File: src/rtl/trigger_link_bringup_ctrl.sv
// Trigger-link TX bring-up sequencer: steps the GTP common PLL through power-down,
// reset and lock, releases the TX lanes, then supervises lock with retry/fault handling.
module trigger_link_bringup_ctrl #(
  parameter int ILINKS       = 4,
  parameter int PDCNT        = 96,
  parameter int RSTCNT       = 128,
  parameter int LOCK_STABLE  = 16,
  parameter int LOCK_TIMEOUT = 4096,
  parameter int TXRSTCNT     = 16,
  parameter int DONE_TIMEOUT = 4096,
  parameter int MAX_RETRIES  = 7
) (
  input  logic              clk_40,
  input  logic              reset_i,
  input  logic              pll_lock_i,
  input  logic              pll_refclklost_i,
  input  logic              mmcm_lock_i,
  input  logic [ILINKS-1:0] tx_resetdone_i,
  input  logic [ILINKS-1:0] link_enable_i,
  output logic              pll_powerdown_o,
  output logic              pll_reset_o,
  output logic              tx_reset_o,
  output logic              ready_o,
  output logic              fault_o,
  output logic [2:0]        state_o,
  output logic [3:0]        retry_cnt_o,
  output logic [15:0]       lock_loss_cnt_o
);

  typedef enum logic [2:0] {
    ST_PWRDN     = 3'd0,
    ST_PLLRST    = 3'd1,
    ST_WAIT_LOCK = 3'd2,
    ST_TXRST     = 3'd3,
    ST_WAIT_DONE = 3'd4,
    ST_READY     = 3'd5,
    ST_FAULT     = 3'd6
  } state_t;

  localparam logic [15:0] PD_LAST    = 16'(PDCNT - 1);
  localparam logic [15:0] RST_LAST   = 16'(RSTCNT - 1);
  localparam logic [15:0] STAB_LAST  = 16'(LOCK_STABLE - 1);
  localparam logic [15:0] LOCK_LAST  = 16'(LOCK_TIMEOUT - 1);
  localparam logic [15:0] TXRST_LAST = 16'(TXRSTCNT - 1);
  localparam logic [15:0] DONE_LAST  = 16'(DONE_TIMEOUT - 1);
  localparam logic [3:0]  RETRY_MAX  = 4'(MAX_RETRIES);

  state_t      state_q, state_nxt;
  logic [15:0] timer_q, timer_nxt;
  logic [15:0] stab_q, stab_nxt;
  logic [3:0]  retry_q, retry_nxt;
  logic [15:0] lloss_q, lloss_nxt;
  logic        pd_nxt, pr_nxt, tr_nxt, rdy_nxt, flt_nxt;
  logic        locked;
  logic        lanes_done;
  logic        go_timeout;

  function automatic logic [15:0] sat_inc16(input logic [15:0] v);
    return (v == 16'hFFFF) ? v : v + 16'd1;
  endfunction

  assign locked     = pll_lock_i & mmcm_lock_i & ~pll_refclklost_i;
  // A disabled lane counts as done, so an all-disabled mask passes straight through.
  assign lanes_done = &(tx_resetdone_i | ~link_enable_i);

  // State and control register
  always_ff @(posedge clk_40) begin
    if (reset_i) begin
      state_q         <= ST_PWRDN;
      timer_q         <= '0;
      stab_q          <= '0;
      retry_q         <= '0;
      lloss_q         <= '0;
      pll_powerdown_o <= 1'b1;
      pll_reset_o     <= 1'b1;
      tx_reset_o      <= 1'b1;
      ready_o         <= 1'b0;
      fault_o         <= 1'b0;
    end else begin
      state_q         <= state_nxt;
      timer_q         <= timer_nxt;
      stab_q          <= stab_nxt;
      retry_q         <= retry_nxt;
      lloss_q         <= lloss_nxt;
      pll_powerdown_o <= pd_nxt;
      pll_reset_o     <= pr_nxt;
      tx_reset_o      <= tr_nxt;
      ready_o         <= rdy_nxt;
      fault_o         <= flt_nxt;
    end
  end

  // Next-state, retry and lock-loss bookkeeping
  always_comb begin
    state_nxt  = state_q;
    retry_nxt  = retry_q;
    lloss_nxt  = lloss_q;
    go_timeout = 1'b0;
    case (state_q)
      ST_PWRDN:     if (timer_q == PD_LAST) state_nxt = ST_PLLRST;
      ST_PLLRST:    if (timer_q == RST_LAST) state_nxt = ST_WAIT_LOCK;
      ST_WAIT_LOCK: begin
        // Stability reached on the timeout cycle still counts as success.
        if (locked && (stab_q == STAB_LAST)) state_nxt = ST_TXRST;
        else if (timer_q == LOCK_LAST)       go_timeout = 1'b1;
      end
      ST_TXRST:     if (timer_q == TXRST_LAST) state_nxt = ST_WAIT_DONE;
      ST_WAIT_DONE: begin
        if (lanes_done)                state_nxt = ST_READY;
        else if (timer_q == DONE_LAST) go_timeout = 1'b1;
      end
      ST_READY: begin
        if (!locked) begin
          state_nxt = ST_PLLRST;
          lloss_nxt = sat_inc16(lloss_q);
        end
      end
      ST_FAULT:     state_nxt = ST_FAULT;
      default:      state_nxt = ST_PWRDN;
    endcase

    if (go_timeout) begin
      if (retry_q == RETRY_MAX) begin
        state_nxt = ST_FAULT;
      end else begin
        retry_nxt = retry_q + 4'd1;
        state_nxt = ST_PWRDN;
      end
    end

    if ((state_nxt == ST_READY) && (state_q != ST_READY)) retry_nxt = '0;
  end

  always_comb begin
    timer_nxt = (state_nxt != state_q) ? 16'd0 : sat_inc16(timer_q);
    stab_nxt  = '0;
    if ((state_q == ST_WAIT_LOCK) && (state_nxt == ST_WAIT_LOCK) && locked)
      stab_nxt = stab_q + 16'd1;
  end

  // Output decode from the next state so the registered outputs track state_q
  always_comb begin
    pd_nxt  = 1'b0;
    pr_nxt  = 1'b0;
    tr_nxt  = 1'b0;
    rdy_nxt = 1'b0;
    flt_nxt = 1'b0;
    case (state_nxt)
      ST_PWRDN:     begin pd_nxt = 1'b1; pr_nxt = 1'b1; tr_nxt = 1'b1; end
      ST_PLLRST:    begin pr_nxt = 1'b1; tr_nxt = 1'b1; end
      ST_WAIT_LOCK: tr_nxt = 1'b1;
      ST_TXRST:     tr_nxt = 1'b1;
      ST_WAIT_DONE: tr_nxt = 1'b0;
      ST_READY:     rdy_nxt = 1'b1;
      ST_FAULT:     begin pd_nxt = 1'b1; pr_nxt = 1'b1; tr_nxt = 1'b1; flt_nxt = 1'b1; end
      default:      begin pd_nxt = 1'b1; pr_nxt = 1'b1; tr_nxt = 1'b1; end
    endcase
  end

  assign state_o         = state_q;
  assign retry_cnt_o     = retry_q;
  assign lock_loss_cnt_o = lloss_q;

endmodule

File: config.mk
export PLATFORM = sky130hd
export DESIGN_NAME = trigger_link_bringup_ctrl
export DESIGN_NICKNAME = d
export VERILOG_FILES = /design/src/rtl/trigger_link_bringup_ctrl.sv
export SDC_FILE = /design/constraint.sdc
export NUM_CORES = 1
export LEC_CHECK = 0
export BUFFER_PORTS_ARGS = -buffer_cell sky130_fd_sc_hd__buf_2
export CAP_MARGIN = 25
export CORE_UTILIZATION = 28
export CTS_CLUSTER_DIAMETER = 40
export DETAILED_ROUTE_END_ITERATION = 8
export HOLD_SLACK_MARGIN = 0.03
export MAX_ROUTING_LAYER = met4
export PLACE_DENSITY_LB_ADDON = 0.2
export SLEW_MARGIN = 20
export SYNTH_ARGS = -nofsm -noshare
export SYNTH_HDL_FRONTEND = slang
export SYNTH_SLANG_ARGS = --single-unit
File: constraint.sdc
create_clock -name clk_40 -period 8.9 [get_ports clk_40]
set_clock_uncertainty 0.1 [all_clocks]
set_input_delay 0.89 -clock clk_40 [delete_from_list [all_inputs] [get_ports clk_40]]
set_output_delay 0.89 -clock clk_40 [all_outputs]
set_load 0.005 [all_outputs]
==> flow_metrics.env <==
export IMPL_r2r_start="timer_q[0]"
export IMPL_yosysUniqueCellTypes=47
export IMPL_synth_warnings=0
export IMPL_grt_remaining_overflow=0
export IMPL_dp_cells=495
export IMPL_yosys_area_share_simple=0.341
export IMPL_route_detailed_drc=0
export IMPL_gp_congestion=0.743
export IMPL_min_period_ns=3.64
export IMPL_r2r_cells=8
export IMPL_wire_per_inst_um=12.8
export IMPL_ys_ff_latch=60
export IMPL_final_hold_violation_count=0
export IMPL_postRouteAntennaNets=0
export IMPL_path_class="reg2reg"
export IMPL_p_sw_frac=0.235
export IMPL_area_delta_synth_final_pct=17.7
export IMPL_endpoint_kind="flop"
export IMPL_synth_xor_area_frac=0.128
export IMPL_p_leak_nw=1.29
export IMPL_drt_first_pass_iters=4
export IMPL_ys_seq_area_frac=0.407
export IMPL_power_mw=0.540
export IMPL_design_core_area_mm2=0.0103
export IMPL_yosysTopAreaCell="dfxtp_1"
export IMPL_p_seq_frac=0.501
export IMPL_synth_mux_area_frac=0.0212
export IMPL_finalSetupViolCount=0
export IMPL_tns_ns=0
export IMPL_final_cells=511
export IMPL_final_util=0.338
export IMPL_max_cap_viol_count=0
export IMPL_multiInputGateArea_mm2=0.00167
export IMPL_fillCellCount=1103
export IMPL_clockPowerShare=0.477
export IMPL_final_cell_mix="60 x dfxtp_1, 49 x nor2_1, 40 x buf_2, 30 x xor2_1, 24 x nand3_1"
export IMPL_postCtsSetupBuffers=0
export IMPL_synth_area_leaders="dfxtp_1 41%, xor2_1 8.9%, nor2_1 6.2%"
export IMPL_placementRows=37
export IMPL_synth_edf_count=0
export IMPL_relSlewSlack=0.495
export IMPL_netlist_instances=328
export IMPL_nets=387
export IMPL_async_flop_share=0
export IMPL_cts_sinks=60
export IMPL_p_sw_mw=0.127
export IMPL_fmax_ghz=0.275
export IMPL_drv_slew=0
export IMPL_grt_antenna_before_repair=0
export IMPL_min_to="stab_q[0]"
export IMPL_postCtsHoldBufs=0
export IMPL_grt_pass1_vias=2270
export IMPL_cts_buffers=9
export IMPL_synth_nets=345
export IMPL_timing_rr_end="timer_q[2]"
export IMPL_cts_repair_resized=0
export IMPL_synthAdderAreaFrac=0.0169
export IMPL_reg2reg_slack_ns=5.26
export IMPL_finalCritPeriodShare=0.409
export IMPL_ir_worst_vdd_uv=66.9
export IMPL_layout_commonest_cell="dfxtp_1"
export IMPL_drtIter0Drc=88
export IMPL_clk_path_buf_depth=2
export IMPL_internal_power_mw=0.413
export IMPL_hp_start="stab_q[0]"
export IMPL_io_pins=41
export IMPL_synth_compound_area_frac=0.0593
export IMPL_cts_tree="done"
export IMPL_synth_top_family_by_area="simple AND/OR/NAND/NOR gates"
export IMPL_dieArea_mm2=0.0110
export IMPL_dieHeight_um=105
export IMPL_cts_root_buf="clkbuf_8"
export IMPL_track_usage=0.130
export IMPL_pwr_share_comb=0.022
export IMPL_syn_area_per_cell_um2=9.00
export IMPL_clk_pin_slew_ns=0.08
export IMPL_start_util=0.287
export IMPL_crit_required_ns=9.05
export IMPL_mappedNetlistArea_mm2=0.00295
export IMPL_clk_latency_ns=0.34
export IMPL_seqCellArea_mm2=0.00120
export IMPL_drive_gt1_frac=0.197
export IMPL_synth_top_area_frac=0.407
export IMPL_vias_per_cell=4.78
export IMPL_status="complete, no violations"
export IMPL_start_kind="flop"
export IMPL_arrival_ns=3.79
export IMPL_wl_mm=6.55
export IMPL_worstHoldPathType="reg2reg"
export IMPL_cts_max_level=3
export IMPL_antenna_cells=0
export IMPL_dieWidth_um=105
export IMPL_dp_hpwl_mm=4.70
export IMPL_vias=2443
export IMPL_path_max_fanout=16
export IMPL_power_density_mw_per_mm2=155
export IMPL_worst_pin_slew_ns=0.757
export IMPL_rsz0062_at_grt="false"
export IMPL_grt_pass1_wl_mm=11.2
export IMPL_worstHoldPathCells=1
export IMPL_io_buffers=40
export IMPL_grt_max_degree=27
export IMPL_synth_main_ff_cell="dfxtp_1"
[per-stage QoR]
step	hold slack [ns]	setup slack, ns	cell area, µm²
6_report	0.391	5.26	3470
5_1_grt	0.417	5.02	3470
4_1_cts	0.389	5.24	3470
3_5_place_dp	0.370	5.13	3270
3_3_place_gp	0.366	5.18	3270
2_1_floorplan	0.338	5.64	2950
[cell type report]
cell class / instances / share of cell area
multi-input cells: 254 / 0.481
clock buffers: 10 / 0.0396
repair buffers: 41 / 0.0598
flip-flops and latches: 60 / 0.346
clock inverters: 6 / 0.0205
well taps: 136 / 0.0490
inverters: 4 / 0.00432
[power groups by stage]
stage	logic, mW	clock network (mW)	registers, mW
final	0.0120	0.258	0.271
after global routing	0.0134	0.280	0.271
after CTS	0.0122	0.267	0.270
after detailed placement	0.0122	0	0.277
after global placement	0.0118	0	0.277
after floorplan	0.00894	0	0.277
[worst max path at each step]
| stage | cells after the start | endpoint | start |
|---|---|---|---|
| final | 8 | timer_q[2] | timer_q[0] |
| after floorplan | 9 | timer_q[10] | link_enable_i[0] |
| after detailed placement | 8 | timer_q[2] | link_enable_i[0] |
| after global placement | 8 | timer_q[2] | link_enable_i[1] |
| after CTS | 8 | timer_q[2] | timer_q[0] |
| after global routing | 8 | timer_q[2] | timer_q[0] |
[cells in the mapped netlist (all sizes together), types with 6 or more instances]
library cell  number
nor2b             10
a21oi              6
nand4             14
nand3             24
o21ai              6
nor2              49
nor4               7
nand2             18
or3                7
xor2              30
and3               9
xnor2             13
dfxtp             60
nor3              18
[worst max-delay path, stage by stage, from the launching register on]
cell and delay [ns]:
dfxtp_1 0.37, ha_1 0.22, nor4bb_1 0.45, nand3_1 0.22, o31ai_1 0.59, mux2i_4 0.19, xnor2_1 0.16, or4_1 0.88
nor4_2 0.37
[state kept, by name, indices dropped and copies added, names as in the netlist]
| signal | cells |
|---|---|
| retry_cnt_o | 4 |
| pll_powerdown_o | 1 |
| stab_q | 16 |
| tx_reset_o | 1 |
| ready_o | 1 |
| fault_o | 1 |
| pll_reset_o | 1 |
| lock_loss_cnt_o | 16 |
| timer_q | 16 |
| state_o | 3 |
[cells by family (layout without fill, tap and decap cells)]
family,after synthesis,count (layout)
simple gates,178,178
mux,5,5
fa+ha+maj,4,4
xor+xnor,43,43
flops,60,60
buf+inv,14,61
compound gates,24,24
[layer usage]
layer	wire length, µm	global-route usage	vias up
met4	88	0.0453	0
met5	0	-	-
li1	-	-	1250
met3	276	0.0337	9
met2	2900	0.191	46
met1	3290	0.172	1138
Power figures use the tool's default switching activity.
